`config.mk`:
```
export PLATFORM = sky130hd
export DESIGN_NAME = multiplier_3_flat
export DESIGN_NICKNAME = d
export VERILOG_FILES = /design/src/rtl/multiplier_3_if.sv /design/src/rtl/multiplier_3.sv /design/src/flat_wrapper.sv
export SDC_FILE = /design/constraint.sdc
export NUM_CORES = 1
export LEC_CHECK = 0
export ABC_AREA = 1
export BUFFER_PORTS_ARGS = -buffer_cell sky130_fd_sc_hd__buf_4
export CAP_MARGIN = 40
export CORE_MARGIN = 2
export CORE_UTILIZATION = 35
export CTS_CLUSTER_SIZE = 40
export DETAILED_ROUTE_END_ITERATION = 6
export PLACE_DENSITY = 0.53
export RECOVER_POWER = 100
export SYNTH_ARGS = -nofsm -noshare
export SYNTH_HDL_FRONTEND = slang
export SYNTH_SLANG_ARGS = --single-unit
export TNS_END_PERCENT = 30
```
`constraint.sdc`:
```
create_clock -name clk -period 3.7 [get_ports clk]
set_input_delay 0.925 -clock clk [delete_from_list [all_inputs] [get_ports clk]]
set_output_delay 0.925 -clock clk [all_outputs]
set_load 0.01 [all_outputs]
```
`src/rtl/multiplier_3_if.sv`:
```
// Start/ready handshake bundle for the sequential signed 8x8 multiplier.
// The master drives the request and operands; the slave returns the product and ready.
interface multiplier_3_if;
    logic        start;
    logic [7:0]  A;
    logic [7:0]  B;
    logic [15:0] Product;
    logic        ready;

    modport master (output start, output A, output B, input Product, input ready);
    modport slave  (input start, input A, input B, output Product, output ready);
endinterface

```
`src/rtl/multiplier_3.sv`:
```
// Sequential signed 8x8 shift-add multiplier: captures operands on an accepted start,
// runs 8 iterations (LSB first, sign bit subtracts) and publishes the 16-bit product.
module multiplier_3 (
    input  logic           clk,
    input  logic           rst_n,
    multiplier_3_if.slave  bus
);

    typedef enum logic [0:0] {
        IDLE = 1'b0,
        BUSY = 1'b1
    } state_t;

    state_t      state_q, state_d;
    logic [2:0]  cnt_q, cnt_d;
    logic [7:0]  mcand_q, mcand_d;
    logic [7:0]  mplier_q, mplier_d;
    logic [15:0] acc_q, acc_d;
    logic [15:0] product_q, product_d;
    logic        ready_q, ready_d;
    logic [15:0] partial_s;
    logic [15:0] acc_step_s;

    // Iteration datapath: one partial product per cycle; weight of bit 7 is negative.
    always_comb begin
        partial_s  = {{8{mcand_q[7]}}, mcand_q} << cnt_q;
        acc_step_s = acc_q;
        if (mplier_q[cnt_q]) begin
            if (cnt_q == 3'd7) begin
                acc_step_s = acc_q - partial_s;
            end else begin
                acc_step_s = acc_q + partial_s;
            end
        end else begin
            acc_step_s = acc_q;
        end
    end

    // Next-state and register updates; operands are only looked at on the accepting edge.
    always_comb begin
        state_d   = state_q;
        cnt_d     = cnt_q;
        mcand_d   = mcand_q;
        mplier_d  = mplier_q;
        acc_d     = acc_q;
        product_d = product_q;
        ready_d   = ready_q;
        case (state_q)
            IDLE: begin
                if (bus.start) begin
                    mcand_d  = bus.A;
                    mplier_d = bus.B;
                    acc_d    = 16'h0000;
                    cnt_d    = 3'd0;
                    state_d  = BUSY;
                    ready_d  = 1'b0;
                end else begin
                    state_d  = IDLE;
                end
            end
            BUSY: begin
                acc_d = acc_step_s;
                if (cnt_q == 3'd7) begin
                    product_d = acc_step_s;
                    cnt_d     = 3'd0;
                    state_d   = IDLE;
                    ready_d   = 1'b1;
                end else begin
                    cnt_d     = cnt_q + 3'd1;
                end
            end
            default: begin
                state_d = IDLE;
                cnt_d   = 3'd0;
                acc_d   = 16'h0000;
                ready_d = 1'b1;
            end
        endcase
    end

    // State register; an asynchronous reset aborts any multiply in flight.
    always_ff @(posedge clk or negedge rst_n) begin
        if (!rst_n) begin
            state_q   <= IDLE;
            cnt_q     <= 3'd0;
            mcand_q   <= 8'h00;
            mplier_q  <= 8'h00;
            acc_q     <= 16'h0000;
            product_q <= 16'h0000;
            ready_q   <= 1'b1;
        end else begin
            state_q   <= state_d;
            cnt_q     <= cnt_d;
            mcand_q   <= mcand_d;
            mplier_q  <= mplier_d;
            acc_q     <= acc_d;
            product_q <= product_d;
            ready_q   <= ready_d;
        end
    end

    assign bus.Product = product_q;
    assign bus.ready   = ready_q;

endmodule

```
`src/flat_wrapper.sv`:
```
// flat-port wrapper written by rule: the top's interface ports become plain ports
module multiplier_3_flat 
  (clk, rst_n, bus_start, bus_A, bus_B, bus_Product, bus_ready);
  multiplier_3_if bus_i ();
  input  logic clk;
  input  logic rst_n;
  input wire logic [$bits(bus_i.start)-1:0] bus_start;
  input wire logic [$bits(bus_i.A)-1:0] bus_A;
  input wire logic [$bits(bus_i.B)-1:0] bus_B;
  output wire logic [$bits(bus_i.Product)-1:0] bus_Product;
  output wire logic [$bits(bus_i.ready)-1:0] bus_ready;
  assign bus_i.start = bus_start;
  assign bus_i.A = bus_A;
  assign bus_i.B = bus_B;
  assign bus_Product = bus_i.Product;
  assign bus_ready = bus_i.ready;
  multiplier_3 u_core (.clk(clk), .rst_n(rst_n), .bus(bus_i));
endmodule
```
; ---- Word-level counts from Yosys, hierarchy flattened
; Cells that the tools add are included.
; W data, S select, Z words.
[word_totals]
reg_bits = 53
out_inout_bits = 17
in_bits = 19
[op_classes]
bitwise = 1
muxes = 15
order_cmp = 1
n_reduce_logical = 3
eq_ne = 3
n_addsub = 3
shifts = 1
[op_table]
columns = operator, count
row1 = $mux W16, 3
row2 = $pmux W16 S2, 1
row3 = $add A16 B16 Y16, 1
row4 = $shl A16 B3 Y16, 1
row5 = $sub A16 B16 Y16, 1
row6 = $mux W3, 2
row7 = $pmux W3 S2, 1
row8 = $reduce_and A2 Y1, 3
row9 = $mux W1, 5
row10 = $lt A3 B4 Y1 const B, 1
row11 = $ne A2 B2 Y1 const B, 2
row12 = $pmux W1 S2, 2
row13 = $add A3 B1 Y3 const B, 1
row14 = $bmux W1 S3, 1
row15 = $eq A3 B3 Y1 const B, 1
row16 = $not A1 Y1, 1

; ---- Logic depth before layout (Yosys ltp)
[logic_depth]
word_depth = 5
mapped_depth = 24
depth_no_buf = 23

; ---- Worst setup path before layout
; No wires, ideal clock.
[synth_path]
kind = reg-to-reg
startpoint = register u_core.cnt_q[0]
endpoint = register u_core.product_q[10] (netlist: u_core.bus.Product[10])
arrival_ns = 3.113
setup_ns = 0.118
period_less_slack_ns = 3.231
path_stages_with_launch = 19
path_slack_ns = 0.469
path_cell_list = dfrtp_1 > ha_1 > ha_1 > clkbuf_1 > inv_1 > clkbuf_1 > o21ai_0 > xor2_1 > ha_1 > nand2_1 > nor3_1 > a21oi_1 > o21ai_0 > a21boi_0 > or2_2 > nand3_1 > nand2_1 > nand2_1 > nand2_1
[synth_via]
elab_chain_len = 4
[synth_lines]
columns = element, line_no
row1 = from (decl), multiplier_3.sv:15  ; logic [2:0] cnt_q, cnt_d;
row2 = from (signal assigned), multiplier_3.sv:93  ; cnt_q <= cnt_d;
row3 = $shl A16 B3 Y16, multiplier_3.sv:26  ; partial_s = {{8{mcand_q[7]}}, mcand_q} << cnt_q;
row4 = $add A16 B16 Y16 / $sub A16 B16 Y16 (equally long branches), "multiplier_3.sv:32, multiplier_3.sv:30"
row5 = $mux W16, multiplier_3.sv:29  ; if (cnt_q == 3'd7) begin
row6 = $mux W16, multiplier_3.sv:28  ; if (mplier_q[cnt_q]) begin
row7 = to (signal assigned), multiplier_3.sv:97  ; product_q <= product_d;
row8 = to (decl), multiplier_3.sv:19  ; logic [15:0] product_q, product_d;
; Parallel ways exist; a longest one is shown, timed or not. The select of a mux whose other input is x is not followed.
; A chain may end at the register's enable or synchronous reset.

; ---- Worst setup path in the final report
[layout_path]
startpoint = register u_core.cnt_q[0]
endpoint = register u_core.product_q[15] (netlist: u_core.bus.Product[15])
; The elaborated chain is that of the path after synthesis.

==> results.txt <==
Yosys reg bits -> 53
root buffer cell -> clkbuf_8
Ys Warns -> 0
Crit Path Max Fanout -> 14
number of global-route vias before repair -> 3248
CTS tree -> built
Largest stage delay, worst path -> 0.42 ns
number of synthesized flops with an enable pin -> 0
Clock Sinks -> 53
post-synthesis xor/xnor area fraction -> 0.0386
die height -> 106 microns
DR iter-0 viols -> 116
Worst-Skew Late Latency -> 0.30 ns
starting density of the core -> 0.356
reg2reg setup slack -> 0.30 ns
simple-gate share of the synthesized area -> 0.266
mux cell area share after synthesis -> 0.0404
post-synthesis cell type count -> 40
post-synthesis compound-gate area fraction -> 0.153
die area -> 11200 sq um
area share of the leading cell type in the synthesized netlist -> 0.359
final slew viol count -> 0
Residual DRC -> 0
sequential fraction of the synthesis area -> 0.366
drt wl/cell -> 13.3 microns
outcome -> finished clean
Clock Tree Buf Depth -> 2
Setup crit start -> u_core.cnt_q[0]$_DFFE_PN0P_
initial antenna violation count -> 0
fmax -> 0.294 GHz
Detail Placement HPWL -> 6790 microns
worst-margin pin slew -> 1.32 ns
via/cell ratio -> 4.92
area delta synth->final -> 14.6%
fin crit share -> 0.918
gr ovfl total -> 0
largest area contributor in the netlist -> dfrtp_1
maxcap violations -> 0
most frequent cell after synthesis -> nand2_1
Cells after Synth -> 487
die width -> 106 microns
global route hottest layer -> met2
Worst Clk Skew -> 0.0112 ns
hold path start -> u_core.bus.Product[15]$_DFFE_PN0P_
Commonest cells post-synth -> 139 x nand2_1, 52 x dfrtp_1, 50 x o21ai_0
CP Cell Sequence -> buf_6, ha_1, ha_1, inv_1, clkbuf_1, o31ai_4, buf_4, xor2_1, ha_1, nand2_1, o21a_1, inv_1, nand2_1, nand3_1, inv_1, nand2_1, nand4_1, nand3_1, nand2_1
Buffers on Ports -> 35
routed vias -> 3274
Post-synth top flop -> dfrtp_1
asr flop ratio synth -> 1.00
nets@finish -> 566
top cells by area, synth -> dfrtp_1 36%, nand2_1 14%, o21ai_0 6.9%
crit path max-delay cell type -> dfrtp_1
GPL Wtd Cong -> 0.901
met2 usage -> 0.286
Critical Path AT -> 3.59 ns
largest net degree at the start of global routing -> 54
final setup fails -> 0
worst path required time -> 3.89 ns
Hold Fails Final Rpt -> 0
Site Rows -> 37
syn avg cell area -> 7.45 sq um
Detailed Route WL -> 8850 microns
Tot GR Track Use -> 0.167
critical path class -> reg2reg
layout cell share with drive strength beyond 1 -> 0.157
I/O pin count -> 36
Critical Path Start Type -> flip-flop
synthesized area -> 3630 sq um
crit path time final -> 3.40 ns
post-synthesis adder-cell area fraction -> 0.0676
first-pass detailed-route iteration total -> 5
Rel. slew slack -> 0.118
CTS buffer count -> 5
worst hold path class -> reg2reg
H-tree levels -> 2
RR Startpoint -> u_core.cnt_q[0]$_DFFE_PN0P_
crit end category -> flip-flop
clk slew on worst S/H paths -> 0.09 ns
setup tns final -> 0 ns
number of antenna-violating nets in the routed design -> 0
Synth Net Count -> 525
largest family of logic cells by synthesized area -> simple AND/OR/NAND/NOR gates
Fillers -> 1147
Core ar. -> 10200 sq um
GRT met1 Usage -> 0.220
routing usage on met3 -> 0.0210
most frequent CP cell -> nand2_1
ant diodes -> 0
first-pass GRT wire length -> 15300 microns
## path summary, 6_finish.rpt
kind                                                       to  cells past startpoint
setup / recovery           u_core.bus.Product[15]$_DFFE_PN0P_                     19
hold / removal             u_core.bus.Product[15]$_DFFE_PN0P_                      2
setup reg to reg           u_core.bus.Product[15]$_DFFE_PN0P_                     19
hold reg to reg            u_core.bus.Product[15]$_DFFE_PN0P_                      2
max in group asynchronous  u_core.bus.Product[15]$_DFFE_PN0P_                      1
min in group asynchronous   u_core.bus.Product[3]$_DFFE_PN0P_                      1
## area by class of cell
type                    count  area, sq um  share of cell area
multi-input cells         372         2090               0.503
flip-flops and latches     53         1330               0.319
repair buffers             51          317              0.0762
inverters                  45          171              0.0413
well taps                 136          170              0.0410
clock buffers               7         76.3              0.0184
clock inverters             1         5.00             0.00120
## layout by cell type, fill, tap and decap left out, types with 13 or more instances in the layout
| cell | n |
|---|---|
| a21oi_1 | 21 |
| buf_4 | 31 |
| clkbuf_1 | 20 |
| dfrtp_1 | 52 |
| ha_1 | 18 |
| inv_1 | 39 |
| mux2_2 | 13 |
| nand2_1 | 139 |
| nand3_1 | 41 |
| nor2_1 | 20 |
| o21ai_0 | 47 |
## flip-flops by register name, summed over array words and instances, names as in the netlist
| signal | flops |
|---|---|
| u_core.state_q | 1 |
| u_core.mplier_q | 8 |
| u_core.bus.Product | 16 |
| u_core.cnt_q | 3 |
| u_core.acc_q | 16 |
| u_core.mcand_q | 8 |
| u_core.bus.ready | 1 |
## critical path: cells and delay by family (launching register included)
family / cells / cell delay, ns
compound gates: 2 / 0.35
xor+xnor: 1 / 0.15
fa+ha+maj: 3 / 0.76
buf+inv: 6 / 0.93
flops: 1 / 0.42
simple gates: 7 / 0.67
## what timing repair did
action | CTS | global route
hold buffers | 0 | 0
buffers inserted | 0 | 3
setup endpoints to repair | 0 | 14
gates resized for setup | 0 | 15
## cells by family (layout without fill, tap and decap cells)
logic type | Yosys count | after routing
adder cells (fa/ha/maj) | 19 | 19
multiplexers | 13 | 13
XOR/XNOR | 16 | 16
flip-flops | 53 | 53
buffers and inverters | 62 | 104
AO/OA/AOI/OAI | 99 | 99
AND/OR/NAND/NOR | 225 | 225
## metrics by stage
stage / hold WS (ns) / cell area, sq um / cells / utilization / setup WS, ns
floorplan: 0.471 / 3630 / 487 / - / 0.469
finish: 0.485 / 4160 / 665 / 0.408 / 0.303
detailed placement: 0.471 / 4080 / 654 / 0.400 / 0.207
CTS: 0.496 / 4160 / 662 / 0.408 / 0.185
global route: 0.518 / 4160 / 665 / 0.408 / -0.0155
global placement: 0.466 / 4080 / 654 / 0.400 / 0.250
## per-layer routing
metal | up-vias | part of all wire
li1 | 1700 | -
met1 | 1517 | 0.48
met2 | 49 | 0.47
met3 | 8 | 0.026
met4 | 0 | 0.017
met5 | - | 0
Power is left out: the tool's default activity adds up to more than one toggle a clock period on the data nets, which glitch-free logic cannot reach.
